==> src/rtl/spi_txn_scheduler_if.sv <==
// Bundle of every signal between the transaction scheduler, its requesters
// and the shared SPI master engine.
//   req        requester -> scheduler  level request per requester
//   req_addr   requester -> scheduler  3-bit address per requester, [3i+2:3i]
//   gnt        scheduler -> requester  one-hot owner of current transaction
//   rsp_valid  scheduler -> requester  one-cycle response pulse to owner
//   rsp_data   scheduler -> requester  received byte (0 on timeout)
//   rsp_err    scheduler -> requester  1 = transaction timed out
//   busy       scheduler -> requester  scheduler not idle
//   spi_start  scheduler -> engine     one-cycle launch pulse
//   spi_tx     scheduler -> engine     byte to send, {5'b0, owner addr}
//   spi_done   engine -> scheduler     one-cycle completion pulse
//   spi_rx     engine -> scheduler     received byte, valid with spi_done
// The master modport is the scheduler side; slave is the environment side.
interface spi_txn_scheduler_if #(
  parameter int NREQ = 4
);
  logic [NREQ-1:0]   req;
  logic [3*NREQ-1:0] req_addr;
  logic [NREQ-1:0]   gnt;
  logic [NREQ-1:0]   rsp_valid;
  logic [7:0]        rsp_data;
  logic              rsp_err;
  logic              busy;
  logic              spi_start;
  logic [7:0]        spi_tx;
  logic              spi_done;
  logic [7:0]        spi_rx;

  modport master (
    input  req, req_addr, spi_done, spi_rx,
    output gnt, rsp_valid, rsp_data, rsp_err, busy, spi_start, spi_tx
  );

  modport slave (
    output req, req_addr, spi_done, spi_rx,
    input  gnt, rsp_valid, rsp_data, rsp_err, busy, spi_start, spi_tx
  );
endinterface

==> src/rtl/spi_txn_scheduler.sv <==
// Shares one SPI master engine between NREQ requesters, one transaction at a
// time. Round-robin arbitration picks an owner, launches the engine with the
// owner's address, waits for completion (or a timeout), pulses the response
// back to the owner and then holds off for GAP_CYC cycles.
// Ports:
//   clk_50M  system clock, all state on its rising edge
//   reset    asynchronous, active-low; clears all state
//   bus      scheduler side (master modport) of spi_txn_scheduler_if
// All interface outputs are registered.
module spi_txn_scheduler #(
  parameter int NREQ    = 4,
  parameter int GAP_CYC = 16,
  parameter int TO_CYC  = 100_000_000,
  parameter int TO_W    = 27
) (
  input logic                 clk_50M,
  input logic                 reset,
  spi_txn_scheduler_if.master bus
);

  localparam int PTR_W = (NREQ > 1) ? $clog2(NREQ) : 1;
  localparam int GAP_W = (GAP_CYC > 0) ? $clog2(GAP_CYC + 1) : 1;

  typedef enum logic [1:0] {IDLE, WAIT, RESP, GAP} state_t;

  state_t           state, state_next;
  logic [PTR_W-1:0] rr_ptr, rr_ptr_next;
  logic [PTR_W-1:0] owner, owner_next;
  logic [TO_W-1:0]  timer, timer_next;
  logic [GAP_W-1:0] gap_cnt, gap_cnt_next;

  logic [NREQ-1:0]  gnt_next, rsp_valid_next;
  logic [7:0]       rsp_data_next, spi_tx_next;
  logic             rsp_err_next, busy_next, spi_start_next;

  logic             found;
  logic [PTR_W-1:0] pick;
  logic [PTR_W:0]   scan_idx;

  // Round-robin search: walk offsets from highest to lowest so the requester
  // closest to rr_ptr (offset 0) is the last one written and therefore wins.
  always_comb begin
    found    = 1'b0;
    pick     = '0;
    scan_idx = '0;
    for (int o = NREQ - 1; o >= 0; o--) begin
      scan_idx = {1'b0, rr_ptr} + (PTR_W+1)'(o);
      if (scan_idx >= (PTR_W+1)'(NREQ)) begin
        scan_idx = scan_idx - (PTR_W+1)'(NREQ);
      end
      if (bus.req[scan_idx[PTR_W-1:0]]) begin
        found = 1'b1;
        pick  = scan_idx[PTR_W-1:0];
      end
    end
  end

  // Next-state and next-output logic. Outputs default to holding their value
  // except the two single-cycle pulses, which default low.
  always_comb begin
    state_next     = state;
    rr_ptr_next    = rr_ptr;
    owner_next     = owner;
    timer_next     = timer;
    gap_cnt_next   = gap_cnt;
    gnt_next       = bus.gnt;
    rsp_valid_next = '0;
    rsp_data_next  = bus.rsp_data;
    rsp_err_next   = bus.rsp_err;
    spi_start_next = 1'b0;
    spi_tx_next    = bus.spi_tx;

    unique case (state)
      IDLE: begin
        if (found) begin
          owner_next     = pick;
          gnt_next       = NREQ'(1) << pick;
          spi_tx_next    = {5'b00000, bus.req_addr[pick*3 +: 3]};
          spi_start_next = 1'b1;
          timer_next     = '0;
          state_next     = WAIT;
        end
      end
      WAIT: begin
        timer_next = timer + 1'b1;
        // A done pulse on the timeout cycle still counts as success.
        if (bus.spi_done) begin
          rsp_data_next  = bus.spi_rx;
          rsp_err_next   = 1'b0;
          rsp_valid_next = NREQ'(1) << owner;
          state_next     = RESP;
        end else if (timer == TO_W'(TO_CYC - 1)) begin
          rsp_data_next  = 8'h00;
          rsp_err_next   = 1'b1;
          rsp_valid_next = NREQ'(1) << owner;
          state_next     = RESP;
        end
      end
      RESP: begin
        gnt_next    = '0;
        rr_ptr_next = (owner == PTR_W'(NREQ - 1)) ? '0 : owner + 1'b1;
        if (GAP_CYC == 0) begin
          state_next = IDLE;
        end else begin
          gap_cnt_next = '0;
          state_next   = GAP;
        end
      end
      GAP: begin
        if (gap_cnt == GAP_W'(GAP_CYC - 1)) begin
          state_next = IDLE;
        end else begin
          gap_cnt_next = gap_cnt + 1'b1;
        end
      end
      default: state_next = IDLE;
    endcase

    busy_next = (state_next != IDLE);
  end

  // State and registered outputs; reset abandons any transaction silently.
  always_ff @(posedge clk_50M or negedge reset) begin
    if (!reset) begin
      state         <= IDLE;
      rr_ptr        <= '0;
      owner         <= '0;
      timer         <= '0;
      gap_cnt       <= '0;
      bus.gnt       <= '0;
      bus.rsp_valid <= '0;
      bus.rsp_data  <= '0;
      bus.rsp_err   <= 1'b0;
      bus.busy      <= 1'b0;
      bus.spi_start <= 1'b0;
      bus.spi_tx    <= '0;
    end else begin
      state         <= state_next;
      rr_ptr        <= rr_ptr_next;
      owner         <= owner_next;
      timer         <= timer_next;
      gap_cnt       <= gap_cnt_next;
      bus.gnt       <= gnt_next;
      bus.rsp_valid <= rsp_valid_next;
      bus.rsp_data  <= rsp_data_next;
      bus.rsp_err   <= rsp_err_next;
      bus.busy      <= busy_next;
      bus.spi_start <= spi_start_next;
      bus.spi_tx    <= spi_tx_next;
    end
  end

endmodule

==> src/flat_wrapper.sv <==
// flat-port wrapper written by rule: the top's interface ports become plain ports
module spi_txn_scheduler_flat 
#(
  parameter int NREQ    = 4,
  parameter int GAP_CYC = 16,
  parameter int TO_CYC  = 100_000_000,
  parameter int TO_W    = 27
)
  (clk_50M, reset, bus_req, bus_req_addr, bus_spi_done, bus_spi_rx, bus_gnt, bus_rsp_valid, bus_rsp_data, bus_rsp_err, bus_busy, bus_spi_start, bus_spi_tx);
  spi_txn_scheduler_if #(.NREQ(NREQ)) bus_i ();
  input logic clk_50M;
  input logic reset;
  input wire logic [$bits(bus_i.req)-1:0] bus_req;
  input wire logic [$bits(bus_i.req_addr)-1:0] bus_req_addr;
  input wire logic [$bits(bus_i.spi_done)-1:0] bus_spi_done;
  input wire logic [$bits(bus_i.spi_rx)-1:0] bus_spi_rx;
  output wire logic [$bits(bus_i.gnt)-1:0] bus_gnt;
  output wire logic [$bits(bus_i.rsp_valid)-1:0] bus_rsp_valid;
  output wire logic [$bits(bus_i.rsp_data)-1:0] bus_rsp_data;
  output wire logic [$bits(bus_i.rsp_err)-1:0] bus_rsp_err;
  output wire logic [$bits(bus_i.busy)-1:0] bus_busy;
  output wire logic [$bits(bus_i.spi_start)-1:0] bus_spi_start;
  output wire logic [$bits(bus_i.spi_tx)-1:0] bus_spi_tx;
  assign bus_i.req = bus_req;
  assign bus_i.req_addr = bus_req_addr;
  assign bus_i.spi_done = bus_spi_done;
  assign bus_i.spi_rx = bus_spi_rx;
  assign bus_gnt = bus_i.gnt;
  assign bus_rsp_valid = bus_i.rsp_valid;
  assign bus_rsp_data = bus_i.rsp_data;
  assign bus_rsp_err = bus_i.rsp_err;
  assign bus_busy = bus_i.busy;
  assign bus_spi_start = bus_i.spi_start;
  assign bus_spi_tx = bus_i.spi_tx;
  spi_txn_scheduler #(.NREQ(NREQ), .GAP_CYC(GAP_CYC), .TO_CYC(TO_CYC), .TO_W(TO_W)) u_core (.clk_50M(clk_50M), .reset(reset), .bus(bus_i));
endmodule
==> config.mk <==
export PLATFORM = sky130hd
export DESIGN_NAME = spi_txn_scheduler_flat
export DESIGN_NICKNAME = d
export VERILOG_FILES = /design/src/rtl/spi_txn_scheduler_if.sv /design/src/rtl/spi_txn_scheduler.sv /design/src/flat_wrapper.sv
export SDC_FILE = /design/constraint.sdc
export NUM_CORES = 1
export LEC_CHECK = 0
export BUFFER_PORTS_ARGS = -buffer_cell sky130_fd_sc_hd__buf_2
export CELL_PAD_IN_SITES_DETAIL_PLACEMENT = 1
export CELL_PAD_IN_SITES_GLOBAL_PLACEMENT = 2
export CORE_UTILIZATION = 25
export DETAILED_ROUTE_END_ITERATION = 10
export GPL_ROUTABILITY_DRIVEN = 0
export PLACE_DENSITY = 0.64
export SYNTH_ARGS = -nofsm -noshare
export SYNTH_HDL_FRONTEND = slang
export SYNTH_SLANG_ARGS = --single-unit
==> constraint.sdc <==
create_clock -name clk_50M -period 4.9 [get_ports clk_50M]
set_input_delay 0.245 -clock clk_50M [delete_from_list [all_inputs] [get_ports clk_50M]]
set_output_delay 0.245 -clock clk_50M [all_outputs]
set_load 0.005 [all_outputs]
==> summary.md <==
Status
* outcome: complete, no violations

STA
* period utilization: 45.35%
* final setup vio count: 0
* pin slew with the least headroom to its limit: 799.3 ps
* largest clock skew in the final design: 6.648 ps
* Final Max Tran Viols: 0
* final number of hold-violating endpoints: 0
* post-route minimum period: 2222 ps
* RSZ-0062 raised after global routing: no
* worst slew margin relative to its limit: 46.71%
* accumulated negative setup slack: 0 ps
* FMAX: 450.0 MHz

Clock network
* htree depth: 3
* clock tree from TritonCTS: done
* Resized cells post-CTS: 0
* total of hold buffers inserted after clock tree synthesis: 0
* number of buffers on the longest clock path: 2
* clock buffer count from CTS: 9
* post-CTS setup-driven buffer insertion count: 0
* clock latency reported for the late side of the worst-skew pair: 320 ps
* clock root buffer: sky130_fd_sc_hd__clkbuf_16
* clock-pin slew reported for the worst setup and hold paths after clock tree synthesis: 50 ps
* clock sinks: 60

Yosys
* most common cell in the synthesized netlist: sky130_fd_sc_hd__dfrtp_1
* Netlist cell types: 42
* top cell type's share of synthesized area: 50.74%
* part of the Yosys area used for sequential elements: 50.74%
* Top FF cell, synth: sky130_fd_sc_hd__dfrtp_1
* Synth warnings: 0
* Mapped Area: 2959 µm²
* library cell with the largest summed area after synthesis: sky130_fd_sc_hd__dfrtp_1
* Cells after Synth: 302
* flip-flop and latch count after synthesis: 60
* number of enable flip-flop cells after synthesis: 0
* proportion of register bits with asynchronous set or reset after synthesis: 100.0%
* post-synthesis average cell area: 9.798 µm²
* most used standard cells in the synthesized netlist: 60 x sky130_fd_sc_hd__dfrtp_1, 38 x sky130_fd_sc_hd__nand2_1, 30 x sky130_fd_sc_hd__o21ai_0, 23 x sky130_fd_sc_hd__nand3_1, 15 x sky130_fd_sc_hd__inv_1
* leading post-synthesis cells by cell area: sky130_fd_sc_hd__dfrtp_1 51%, sky130_fd_sc_hd__o21ai_0 5.1%, sky130_fd_sc_hd__nand2_1 4.8%, sky130_fd_sc_hd__nand3_1 3.9%, sky130_fd_sc_hd__ha_1 3.0%

Route
* via density per instance: 4.916
* Detailed Route Iter0 Violations: 63
* TritonRoute pass-1 iters: 4
* met2 WL post-DR: 3650 µm
* total routed wire length on the met1 layer: 3519 µm
* total wire length: 7481 µm
* average detailed-routed wire length per instance: 14.99 µm
* via count: 2453
* highest metal layer used by the detailed router: met4
* total DRC errors in the routed layout: 0
* met3 WL post-DR: 219 µm
* DRT antenna net count: 0

GRT
* largest net degree at the start of global routing: 61
* via count of the first global-routing pass: 2524
* antenna violations before repair: 0
* global-route wire length before repair: 12810 µm
* sum of overflow across all layers after global routing: 0
* overall global routing resource usage: 13.10%

Setup path
* depth of the most critical reg-to-reg path: 6
* most frequent CP cell: sky130_fd_sc_hd__o21ai_0
* maximum single-stage delay on the critical path: 520 ps
* Buf/Inv on CP: 2
* kind of launch point of the worst setup path: flop
* Register-to-Register Setup Slack: 2680 ps
* cells traversed along the worst timing path: or3_1 -> buf_4 -> inv_1 -> nor2_1 -> o21ai_0 -> o21ai_0
* family with the most delay on the worst path: simple AND/OR/NAND/NOR gates
* Reg2Reg Capture Point: u_core.timer[10]
* maximum fanout encountered on the critical timing path: 31
* type of destination of the critical path: flop
* Crit Reg-Reg Startpoint: u_core.state[1]
* Worst Path Class, Setup: reg2reg
* Slowest cell on crit path: sky130_fd_sc_hd__dfrtp_1
* critical path arrival: 2420 ps
* critical path data required time: 5090 ps

Power
* Lkg Pwr: 0.001682 µW
* power share of the clock group: 33.0%
* worst-case vdd ir drop: 136.8 µV
* Comb pwr share: 23.1%
* Switching Fraction: 32.27%
* net switching power: 558.1 µW
* Pwr Density: 481.4 nW/µm²
* proportion of power drawn by flip-flops and latches: 43.9%
* Internal: 1171 µW

Floorplan
* width of the chip: 110.8 µm
* effective utilization at floorplan: 25.80%
* Total Die Area: 12280 µm²
* placeable core region: 11470 µm²
* vertical die dimension: 110.8 µm
* Rows: 39
* ports placed on the boundary: 54

Final layout
* NumNets Final: 385
* Area growth syn-to-layout: 21.40%
* Post-Layout Inst Area: 3592 µm²
* # diodes: 0
* ratio of cells with drive above 1 in the final layout: 20.79%

Placement
* Placed Area: 3322 µm²
* total half-perimeter wirelength after legalization and detailed placement: 5150 µm
* PortBufs: 48

Hold path
* Hold/Removal Path Class: in2async

Flow run
* number of max-cap violations: 0

[area by class of cell]
type	instances	area, µm²
clock inverter	5	27.53
tap	143	178.9
sequential	60	1501
fill	1328	7875
inverter	15	56.30
clock buffer	11	242.7
timing repair buffer	50	255.2
multi-input combinational	215	1330
[how the worst max path moves through the flow]
stage / start / endpoint / slack [ps] / cells after the start
after floorplan: u_core.timer[9] / u_core.bus.rsp_data[0] / 3070 / 5
after global placement: bus_req[3] / u_core.timer[14] / 2630 / 8
after detailed placement: bus_req[3] / u_core.timer[10] / 2620 / 8
after CTS: u_core.state[0] / u_core.timer[10] / 2630 / 6
after global routing: u_core.state[1] / u_core.timer[17] / 2460 / 5
final: u_core.state[1] / u_core.timer[10] / 2680 / 6
[routing by layer]
| metal | vias to the layer above | global-route usage (%) |
|---|---|---|
| li1 | 1178 | - |
| met1 | 1231 | 16.56 |
| met2 | 37 | 21.86 |
| met3 | 7 | 2.898 |
| met4 | 0 | 4.800 |
| met5 | - | 0 |
[flip-flops by register name, indices dropped and copies added (netlist names)]
signal	flops
u_core.bus.gnt	4
u_core.timer	27
u_core.owner	2
u_core.bus.spi_start	1
u_core.bus.rsp_data	8
u_core.bus.rsp_valid	4
u_core.bus.spi_tx	3
u_core.rr_ptr	2
u_core.bus.rsp_err	1
u_core.state	2
u_core.gap_cnt	5
u_core.bus.busy	1
[logic make-up (layout without fill, tap and decap cells)]
family / Yosys count / in the layout / share of synthesized area, %
buffers and inverters: 31 / 81 / 4.820
AOI/OAI and AO/OA: 77 / 77 / 17.08
other: 1 / 5 / 0.1267
xor gates and xnor gates: 5 / 5 / 1.480
muxes: 10 / 10 / 3.467
and+or+nand+nor: 111 / 111 / 19.32
DFF: 60 / 60 / 50.74
adders and majority gates: 7 / 7 / 2.960
[layout by cell type, fill, tap and decap left out, drive strengths merged, types with 9 or more instances in the layout]
cell    netlist  routed
nand2        39      39
o211ai       10      10
clkbuf        9      11
nor2         14      14
inv          15      15
o21ai        30      30
dfrtp        60      60
o31ai         9       9
nand3        23      23
buf           7      50
[per-stage QoR]
stage	utilization, %	power [µW]	hold WS [ps]	setup WS [ps]	instances
floorplan	-	1016	-50.59	3068	306
global placement	28.97	1161	463.8	2633	483
detailed placement	28.97	1174	467.8	2618	483
CTS	31.33	1765	123.5	2626	499
global route	31.33	1860	143.7	2460	499
finish	31.33	1729	81.75	2678	499
[worst register-to-register path, cell delays in order (launching register included)]
cell and delay (ps):
sky130_fd_sc_hd__dfrtp_1 520, sky130_fd_sc_hd__or3_1 420, sky130_fd_sc_hd__buf_4 250, sky130_fd_sc_hd__inv_1 360, sky130_fd_sc_hd__nor2_1 220, sky130_fd_sc_hd__o21ai_0 220
sky130_fd_sc_hd__o21ai_0 100
[power by group through the flow]
stage / logic, µW / registers, µW / clock network (µW)
after floorplan: 283 / 733 / 0
after global placement: 399 / 763 / 0
after detailed placement: 409 / 764 / 0
after CTS: 412 / 761 / 593
after global routing: 465 / 780 / 616
final: 400 / 759 / 570
Note: power is estimated with default switching activity, not from simulation.
